--- config.mk ---
export PLATFORM = sky130hd
export DESIGN_NAME = cache_refill_arbiter
export DESIGN_NICKNAME = d
export VERILOG_FILES = /design/src/rtl/cache_refill_arbiter.sv
export SDC_FILE = /design/constraint.sdc
export NUM_CORES = 1
export LEC_CHECK = 0
export ABC_CLOCK_PERIOD_IN_PS = 6400
export BUFFER_PORTS_ARGS = -buffer_cell sky130_fd_sc_hd__buf_2
export CAP_MARGIN = 5
export CORE_ASPECT_RATIO = 2
export CORE_MARGIN = 1
export CORE_UTILIZATION = 30
export CTS_BUF_LIST = sky130_fd_sc_hd__clkbuf_2
export DETAILED_ROUTE_END_ITERATION = 12
export PLACE_DENSITY_LB_ADDON = 0.2
export SLEW_MARGIN = 20
export SYNTH_ARGS = -nofsm -noshare
export SYNTH_HDL_FRONTEND = slang
export SYNTH_SLANG_ARGS = --single-unit
--- constraint.sdc ---
create_clock -name clk -period 6.4 [get_ports clk]
set_clock_uncertainty 0.1 [all_clocks]
set_input_delay 0.64 -clock clk [delete_from_list [all_inputs] [get_ports clk]]
set_output_delay 0.64 -clock clk [all_outputs]
set_load 0.005 [all_outputs]
--- src/rtl/cache_refill_arbiter.sv ---
// cache_refill_arbiter
//   Shares one main-memory port between instruction-cache refills and
//   memory-stage traffic (data-cache refills and write-through stores).
//   It holds one request at a time. A refill runs as BLOCK_WORDS beats,
//   and each returned word goes back to the requesting cache. A store
//   runs as a single write beat.
//
// Ports
//   clk, rst_n                    clock (rising edge), async active-low reset
//   i_req, i_addr, i_done         instruction-cache miss request / completion pulse
//   d_req, d_we, d_addr, d_wdata  memory-stage request (store or refill)
//   d_done                        memory-stage completion pulse
//   mem_req, mem_we, mem_addr,
//   mem_wdata, mem_rdata, mem_ack main-memory beat interface (registered outputs)
//   fill_valid, fill_dest,
//   fill_idx, fill_data           fill-word stream back to the caches
//   stall                         pipeline freeze while a request is pending
module cache_refill_arbiter #(
    parameter int unsigned ADDR_W      = 32,
    parameter int unsigned DATA_W      = 32,
    parameter int unsigned BLOCK_WORDS = 4
) (
    input  logic                           clk,
    input  logic                           rst_n,
    input  logic                           i_req,
    input  logic [ADDR_W-1:0]              i_addr,
    output logic                           i_done,
    input  logic                           d_req,
    input  logic                           d_we,
    input  logic [ADDR_W-1:0]              d_addr,
    input  logic [DATA_W-1:0]              d_wdata,
    output logic                           d_done,
    output logic                           mem_req,
    output logic                           mem_we,
    output logic [ADDR_W-1:0]              mem_addr,
    output logic [DATA_W-1:0]              mem_wdata,
    input  logic [DATA_W-1:0]              mem_rdata,
    input  logic                           mem_ack,
    output logic                           fill_valid,
    output logic                           fill_dest,
    output logic [$clog2(BLOCK_WORDS)-1:0] fill_idx,
    output logic [DATA_W-1:0]              fill_data,
    output logic                           stall
);

    localparam int unsigned IDX_W = $clog2(BLOCK_WORDS);
    localparam int unsigned OFF_W = IDX_W + 2;

    localparam logic [2:0] ST_IDLE    = 3'd0;
    localparam logic [2:0] ST_I_FILL  = 3'd1;
    localparam logic [2:0] ST_D_FILL  = 3'd2;
    localparam logic [2:0] ST_D_WRITE = 3'd3;
    localparam logic [2:0] ST_DONE    = 3'd4;

    logic [2:0]        state;
    logic              last_d;     // 1 when the data side received the most recent grant
    logic [IDX_W-1:0]  cnt;
    logic [ADDR_W-1:0] base_addr;

    logic              grant_d;
    logic              beat;
    logic [ADDR_W-1:0] i_base;
    logic [ADDR_W-1:0] d_base;
    logic [ADDR_W-1:0] d_word;
    logic [ADDR_W-1:0] next_off;
    logic              unused_addr_bits;

    // On a tie, grant the side that did not win the previous grant.
    assign grant_d = d_req & (~i_req | ~last_d);

    // A beat counts only when a request is outstanding, so a stray ack has no effect.
    assign beat = mem_req & mem_ack;

    assign i_base   = {i_addr[ADDR_W-1:OFF_W], {OFF_W{1'b0}}};
    assign d_base   = {d_addr[ADDR_W-1:OFF_W], {OFF_W{1'b0}}};
    assign d_word   = {d_addr[ADDR_W-1:2], 2'b00};
    assign next_off = (ADDR_W'(cnt) + ADDR_W'(1)) << 2;

    assign unused_addr_bits = ^{i_addr[OFF_W-1:0], d_addr[1:0]};

    assign stall = ((state != ST_IDLE) && (state != ST_DONE)) ||
                   ((state == ST_IDLE) && (i_req || d_req));

    always_ff @(posedge clk or negedge rst_n) begin
        if (!rst_n) begin
            state      <= ST_IDLE;
            last_d     <= 1'b0;
            cnt        <= '0;
            base_addr  <= '0;
            mem_req    <= 1'b0;
            mem_we     <= 1'b0;
            mem_addr   <= '0;
            mem_wdata  <= '0;
            fill_valid <= 1'b0;
            fill_dest  <= 1'b0;
            fill_idx   <= '0;
            fill_data  <= '0;
            i_done     <= 1'b0;
            d_done     <= 1'b0;
        end else begin
            fill_valid <= 1'b0;
            i_done     <= 1'b0;
            d_done     <= 1'b0;
            case (state)
                ST_IDLE: begin
                    if (i_req || d_req) begin
                        last_d  <= grant_d;
                        cnt     <= '0;
                        mem_req <= 1'b1;
                        if (grant_d && d_we) begin
                            state     <= ST_D_WRITE;
                            base_addr <= d_word;
                            mem_we    <= 1'b1;
                            mem_addr  <= d_word;
                            mem_wdata <= d_wdata;
                        end else if (grant_d) begin
                            state     <= ST_D_FILL;
                            base_addr <= d_base;
                            mem_addr  <= d_base;
                        end else begin
                            state     <= ST_I_FILL;
                            base_addr <= i_base;
                            mem_addr  <= i_base;
                        end
                    end
                end
                ST_I_FILL, ST_D_FILL: begin
                    if (beat) begin
                        fill_valid <= 1'b1;
                        fill_idx   <= cnt;
                        fill_data  <= mem_rdata;
                        fill_dest  <= (state == ST_D_FILL);
                        // BLOCK_WORDS is a power of two, so all-ones marks the last beat.
                        if (&cnt) begin
                            state    <= ST_DONE;
                            mem_req  <= 1'b0;
                            mem_addr <= '0;
                            i_done   <= (state == ST_I_FILL);
                            d_done   <= (state == ST_D_FILL);
                        end else begin
                            cnt      <= cnt + 1'b1;
                            mem_addr <= base_addr + next_off;
                        end
                    end
                end
                ST_D_WRITE: begin
                    if (beat) begin
                        state     <= ST_DONE;
                        mem_req   <= 1'b0;
                        mem_we    <= 1'b0;
                        mem_addr  <= '0;
                        mem_wdata <= '0;
                        d_done    <= 1'b1;
                    end
                end
                ST_DONE: begin
                    state <= ST_IDLE;
                end
                default: begin
                    state <= ST_IDLE;
                end
            endcase
        end
    end

endmodule

# ---- Word level (Yosys, flattened, before mapping)
# Index checks and enable logic that the tools add are counted.
# Widths: inputs -> output; s select.
dict set report word_totals {
  in_bits 134
  register_bits 142
  word_cells 88
  out_inout_bits 105
}
dict set report op_classes {
  bitwise_logic 5
  reduce_logical 19
  eq_ne 10
  add_sub_neg 3
  muxes 37
}
# operator n
set ops {}
lappend ops {{$mux 32} 8}
lappend ops {{$pmux 32 s3} 1}
lappend ops {{$pmux 32 s2} 1}
lappend ops {{$add 32x5->32} 1}
lappend ops {{$reduce_and 4->1} 4}
lappend ops {{$mux 1} 13}
lappend ops {{$mux 3} 4}
lappend ops {{$mux 2} 5}
lappend ops {{$pmux 3 s3} 1}
lappend ops {{$ne 2x2->1 const B} 4}
lappend ops {{$eq 3x2->1 const B} 2}
lappend ops {{$reduce_and 2->1} 3}
lappend ops {{$reduce_bool 3->1} 2}
lappend ops {{$reduce_and 5->1} 1}
lappend ops {{$ne 2x1->1 const B} 2}
lappend ops {{$pmux 1 s2} 2}
lappend ops {{$pmux 2 s2} 1}
lappend ops {{$reduce_bool 2->1} 2}
lappend ops {{$add 2x1->3 const B} 1}
lappend ops {{$eq 3x1->1 const B} 1}
lappend ops {{$logic_and 1x1->1} 3}
lappend ops {{$logic_not 3->1} 1}
lappend ops {{$ne 3x3->1 const B} 1}
lappend ops {{$pmux 1 s3} 1}
lappend ops {{other kinds (6)} 9}

# ---- Longest topological paths before layout
dict set report depth {
  depth_word 7
  ltp_mapped 9
  ltp_nobuf 9
}

# ---- Worst setup path after synthesis
# Ideal clock, no wire load.
dict set report synth_timing {
  path_type {reg-to-reg}
  from {register cnt[0]}
  to {register mem_addr[28]}
  required_ns 6.234
  n_path_buf 0
  synth_period_minus_slack_ns 2.785
  setup_slack_ns 3.615
  path_stages_with_launch 9
  arrival_time_ns 2.618
  path_cell_list {dfrtp_1 -> ha_1 -> fa_1 -> or2b_1 -> a31oi_2 -> or4b_4 -> or3_1 -> a21oi_1 -> o32a_1}
}
dict set report synth_between {
  elab_chain_len 5
}
# item line_no
set synth_rtl {}
lappend synth_rtl {{start: declaration} 57} ;# logic [IDX_W-1:0] cnt;
lappend synth_rtl {{start signal: assignment} 141} ;# cnt <= cnt + 1'b1;
lappend synth_rtl {{$add 2x1->3} 77} ;# assign next_off = (ADDR_W'(cnt) + ADDR_W'(1)) << 2;
lappend synth_rtl {{$add 32x5->32} 142} ;# mem_addr <= base_addr + next_off;
lappend synth_rtl {{$mux 32 *} 134} ;# if (&cnt) begin
lappend synth_rtl {{$mux 32 *} 128} ;# if (beat) begin
lappend synth_rtl {{$pmux 32 s3 *} 104} ;# case (state)
lappend synth_rtl {{end signal: assignment} 114} ;# mem_addr <= d_word;
lappend synth_rtl {{end signal: assignment} 119} ;# mem_addr <= d_base;
lappend synth_rtl {{end signal: assignment} 142}
lappend synth_rtl {{end: declaration} 35} ;# output logic [ADDR_W-1:0] mem_addr,
# Mark *: on every way between the ends. The rest lies on a longest branch, timed or not. The select of a mux whose other input is x is not followed.
# A chain may end at the register's enable or synchronous reset.

# ---- Worst setup path after layout
dict set report layout_timing {
  from {register state[2]}
  to {output stall}
}
dict set report layout_between {
  elab_chain_len 3
}
# item line_no
set layout_rtl {}
lappend layout_rtl {{start: declaration} 55} ;# logic [2:0] state;
lappend layout_rtl {{start signal: assignment} 86} ;# state <= ST_IDLE;
lappend layout_rtl {{start signal: assignment} 111} ;# state <= ST_D_WRITE;
lappend layout_rtl {{start signal: assignment} 117} ;# state <= ST_D_FILL;
lappend layout_rtl {{$ne 3x3->1 (tied with other cells)} 81} ;# assign stall = ((state != ST_IDLE) && (state != ST_DONE)) ||
lappend layout_rtl {{$logic_and 1x1->1 (on tied branches)} {81, 82}}
lappend layout_rtl {{$logic_or 1x1->1 *} 81}
lappend layout_rtl {{end: declaration} 43} ;# output logic stall
# Mark *: on every way between the ends. The rest lies on a longest branch, timed or not.

==> flow_metrics.py <==
metrics = {
    "grt": {
        "grt_pass1_wl_um": 30080,
        "grt_max_degree": 75,
        "grtUsageTotal_pct": 17.93,
        "grt_overflow": 0,
        "antenna_found_initial": 1,
        "first_global_vias": 5725,
    },
    "timing": {
        "rsz0062_at_grt": "no",
        "hold_viol_final": 0,
        "finalCriticalPeriod_ns": 3.346,
        "final_critical_path_setup_slack_ns": 3.054,
        "drv_slew": 0,
        "slew_headroom_pct": 35.35,
        "tightest_slew_ns": 0.9674,
        "setup_violations": 0,
        "fmax_mhz": 298.8,
        "period_share_pct": 52.28,
        "setup_tns_ns": 0,
    },
    "floorplan": {
        "coreArea_um2": 20550,
        "die-area_um2": 21690,
        "start_util_pct": 30.75,
        "rows": 74,
        "die_x_um": 104.6,
        "io_pins": 239,
        "chipHeight_um": 207.3,
    },
    "job": {
        "drv_cap": 0,
    },
    "drt": {
        "wl_met2_um": 10270,
        "drc": 0,
        "wl_met1_um": 7386,
        "detail_route.iter0.violations": 211,
        "vias_per_cell": 4.864,
        "via_count": 5492,
        "drt-total-wl_um": 18890,
        "routed.top_layer": "met4",
        "firstDrtPassIters": 4,
        "drt-wirelength-per-cell_um": 16.73,
        "wl_met3_um": 693,
        "ant_nets": 0,
    },
    "clock_network": {
        "insertion_delay_ns": 0.70,
        "cts-buffers-inserted": 17,
        "cts.clk_slew.worst_paths_ns": 0.20,
        "post_cts_buffers": 0,
        "cts_sinks": 138,
        "cts_buffer_depth": 2,
        "cts-resized-gates": 0,
        "cts_root_buffer": "clkbuf_2",
        "cts_hold_buf": 65,
        "htreeDepth": 4,
        "cts_tree": "built",
    },
    "logic_synthesis": {
        "synth_area_um2": 6321,
        "ys_async_sr_fraction_pct": 100.0,
        "syn_inst": 565,
        "synth_top_cells_by_area": "dfrtp_1, mux2_2, mux2i_1, a22o_1, o21ai_0",
        "yosysTopAreaCell": "dfrtp_1",
        "ys_ff_latch": 138,
        "synth_top_area_share_pct": 54.63,
        "synth_edf_count": 0,
        "yosys_warnings": 0,
        "yosysSeqAreaShare_pct": 54.63,
        "avgSynthCellArea_um2": 11.19,
        "synthFlopType": "dfrtp_1",
        "synthDistinctLibCells": 43,
    },
    "setup_path": {
        "r2r-start": "cnt[0]",
        "critPathKind": "reg -> out",
        "critPathLaunchType": "register",
        "regToRegSetupSlack_ns": 3.16,
        "critPathLaunch": "state[2]",
        "cp_max_fo": 58,
        "crit_required_ns": 5.66,
        "regToRegEndpoint": "mem_addr[28]",
        "end_kind": "output pin",
        "reg2regPathDepth": 8,
        "worstPathArrival_ns": 2.61,
    },
    "power": {
        "power_frac_seq_pct": 38.8,
        "comb_power_share_pct": 45.5,
        "leakage_nw": 4.156,
        "power_density_nw_per_um2": 461.0,
        "p_clk_share_pct": 15.7,
        "sw_frac_of_total_pct": 39.69,
        "total_power_w": 0.004010,
        "switching_power_w": 0.001592,
        "ir_drop_mv": 0.1651,
        "internal_power_w": 0.002418,
    },
    "finish": {
        "nets": 988,
        "area_growth_pct": 37.61,
        "drive_above_1_share_pct": 36.19,
        "fin_util_pct": 42.32,
    },
    "placed_design": {
        "place.gp.congestion": 0.7981,
        "post-place-ws_ns": 3.178,
        "dp_hpwl_um": 12950,
        "portBuffers": 230,
    },
    "min_path": {
        "whs_path_depth": 2,
        "min_from": "i_req",
        "hold_end": "last_d",
        "hold_path.class": "in -> reg",
    },
    "outcome": {
        "status": "finished clean",
    },
}
-- worst max-delay path by stage --
stage / end / slack, ns / cells after the start
after floorplan: mem_addr[28] / 3.62 / 8
after global placement: mem_addr[28] / 3.22 / 8
after detailed placement: mem_addr[28] / 3.18 / 8
after CTS: stall / 2.97 / 5
after global routing: stall / 2.84 / 5
final: stall / 3.05 / 5
-- synthesized netlist by cell type, types with 2 or more instances --
| cell type | instances |
|---|---|
| a31oi_1 | 4 |
| xor2_1 | 8 |
| buf_4 | 2 |
| and4_1 | 4 |
| inv_1 | 4 |
| a211oi_1 | 3 |
| ha_1 | 4 |
| nand4_1 | 6 |
| o211ai_1 | 4 |
| a21oi_1 | 28 |
| or3_1 | 3 |
| o21ai_0 | 43 |
| xnor2_1 | 19 |
| dfrtp_1 | 138 |
| a21o_1 | 11 |
| mux2i_1 | 29 |
| or2_2 | 2 |
| and3_1 | 9 |
| nor2b_1 | 2 |
| buf_2 | 4 |
| mux2_2 | 34 |
| nand2_1 | 45 |
| clkbuf_1 | 31 |
| a22o_1 | 32 |
| o221ai_1 | 8 |
| nor3b_1 | 2 |
| o21a_1 | 11 |
| nand3_1 | 13 |
| nor2_1 | 34 |
| nor3_1 | 6 |
| o32a_1 | 10 |
-- placed cells by master, fill, tap and decap left out, types with 4 or more instances in the layout --
cell	instances
a21oi_1	27
a21o_1	10
buf_4	7
inv_1	4
and3_1	9
and4_1	4
o211ai_1	4
dfrtp_1	138
nor2_1	32
xor2_1	8
nand4_1	6
dlygate4sd3_1	65
o32a_1	10
nand3_1	13
xnor2_1	19
o21ai_0	42
clkbuf_2	19
o21a_1	11
bufinv_16	5
ha_1	4
nor3_1	6
mux2_2	34
a22o_1	32
a31oi_1	4
nand2_1	45
buf_2	229
o221ai_1	8
mux2i_1	29
-- cell families (layout without fill, tap and decap cells) --
family	count (synthesis)	in the layout	share of synthesized area, %
compound gates	158	158	17.18
flops	138	138	54.63
simple gates	131	131	9.936
mux	63	63	10.65
buf+inv	42	338	2.692
xor+xnor	27	27	3.741
fa+ha+maj	5	5	1.109
other cells	1	3	0.05933
-- power by group through the flow --
stage	logic, W	registers, W	clock network [W]
finish	0.00182	0.00156	0.000631
global route	0.00203	0.00162	0.000690
CTS	0.00185	0.00155	0.000657
detailed placement	0.00181	0.00158	0
global placement	0.00179	0.00157	0
floorplan	0.00113	0.00153	0
-- per-stage QoR --
step | hold slack [ns] | instances | instance area [um^2]
finish | 0.1060 | 1129 | 8698
detailed placement | 0.3653 | 1031 | 7746
floorplan | 0.2444 | 566 | 6325
global placement | 0.3560 | 1031 | 7746
global route | 0.03372 | 1129 | 8698
CTS | 0.03434 | 1128 | 8692
-- routing by layer --
| metal | GRT usage, % | vias to the layer above |
|---|---|---|
| met1 | 19.73 | 2677 |
| met5 | 0 | - |
| met3 | 3.611 | 29 |
| met2 | 32.79 | 169 |
| met4 | 7.916 | 0 |
| li1 | - | 2617 |
-- registers in the layout (all words and copies together), names as in the netlist --
name / cells
mem_req: 1
fill_data: 32
fill_idx: 2
mem_addr: 30
mem_wdata: 32
last_d: 1
mem_we: 1
state: 3
i_done: 1
d_done: 1
fill_dest: 1
cnt: 2
base_addr: 30
fill_valid: 1
-- final cells by class --
| cell class | count | area (um^2) |
|---|---|---|
| fillers | 2077 | 11860 |
| flip-flops and latches | 138 | 3453 |
| multi-input cells | 386 | 2739 |
| repair buffers | 302 | 1861 |
| well taps | 266 | 332.8 |
| clock inverters | 13 | 200.2 |
| clock buffers | 19 | 95.09 |
| inverters | 4 | 15.01 |
| diodes | 1 | 2.502 |
-- critical path, stage by stage (launching register included) --
cell,delay (ns)
dfrtp_1,0.58
nor3_1,0.56
o21ai_4,0.10
buf_4,0.31
nand2_1,0.20
buf_2,0.13
No activity file was read; power rests on OpenSTA's default activity.
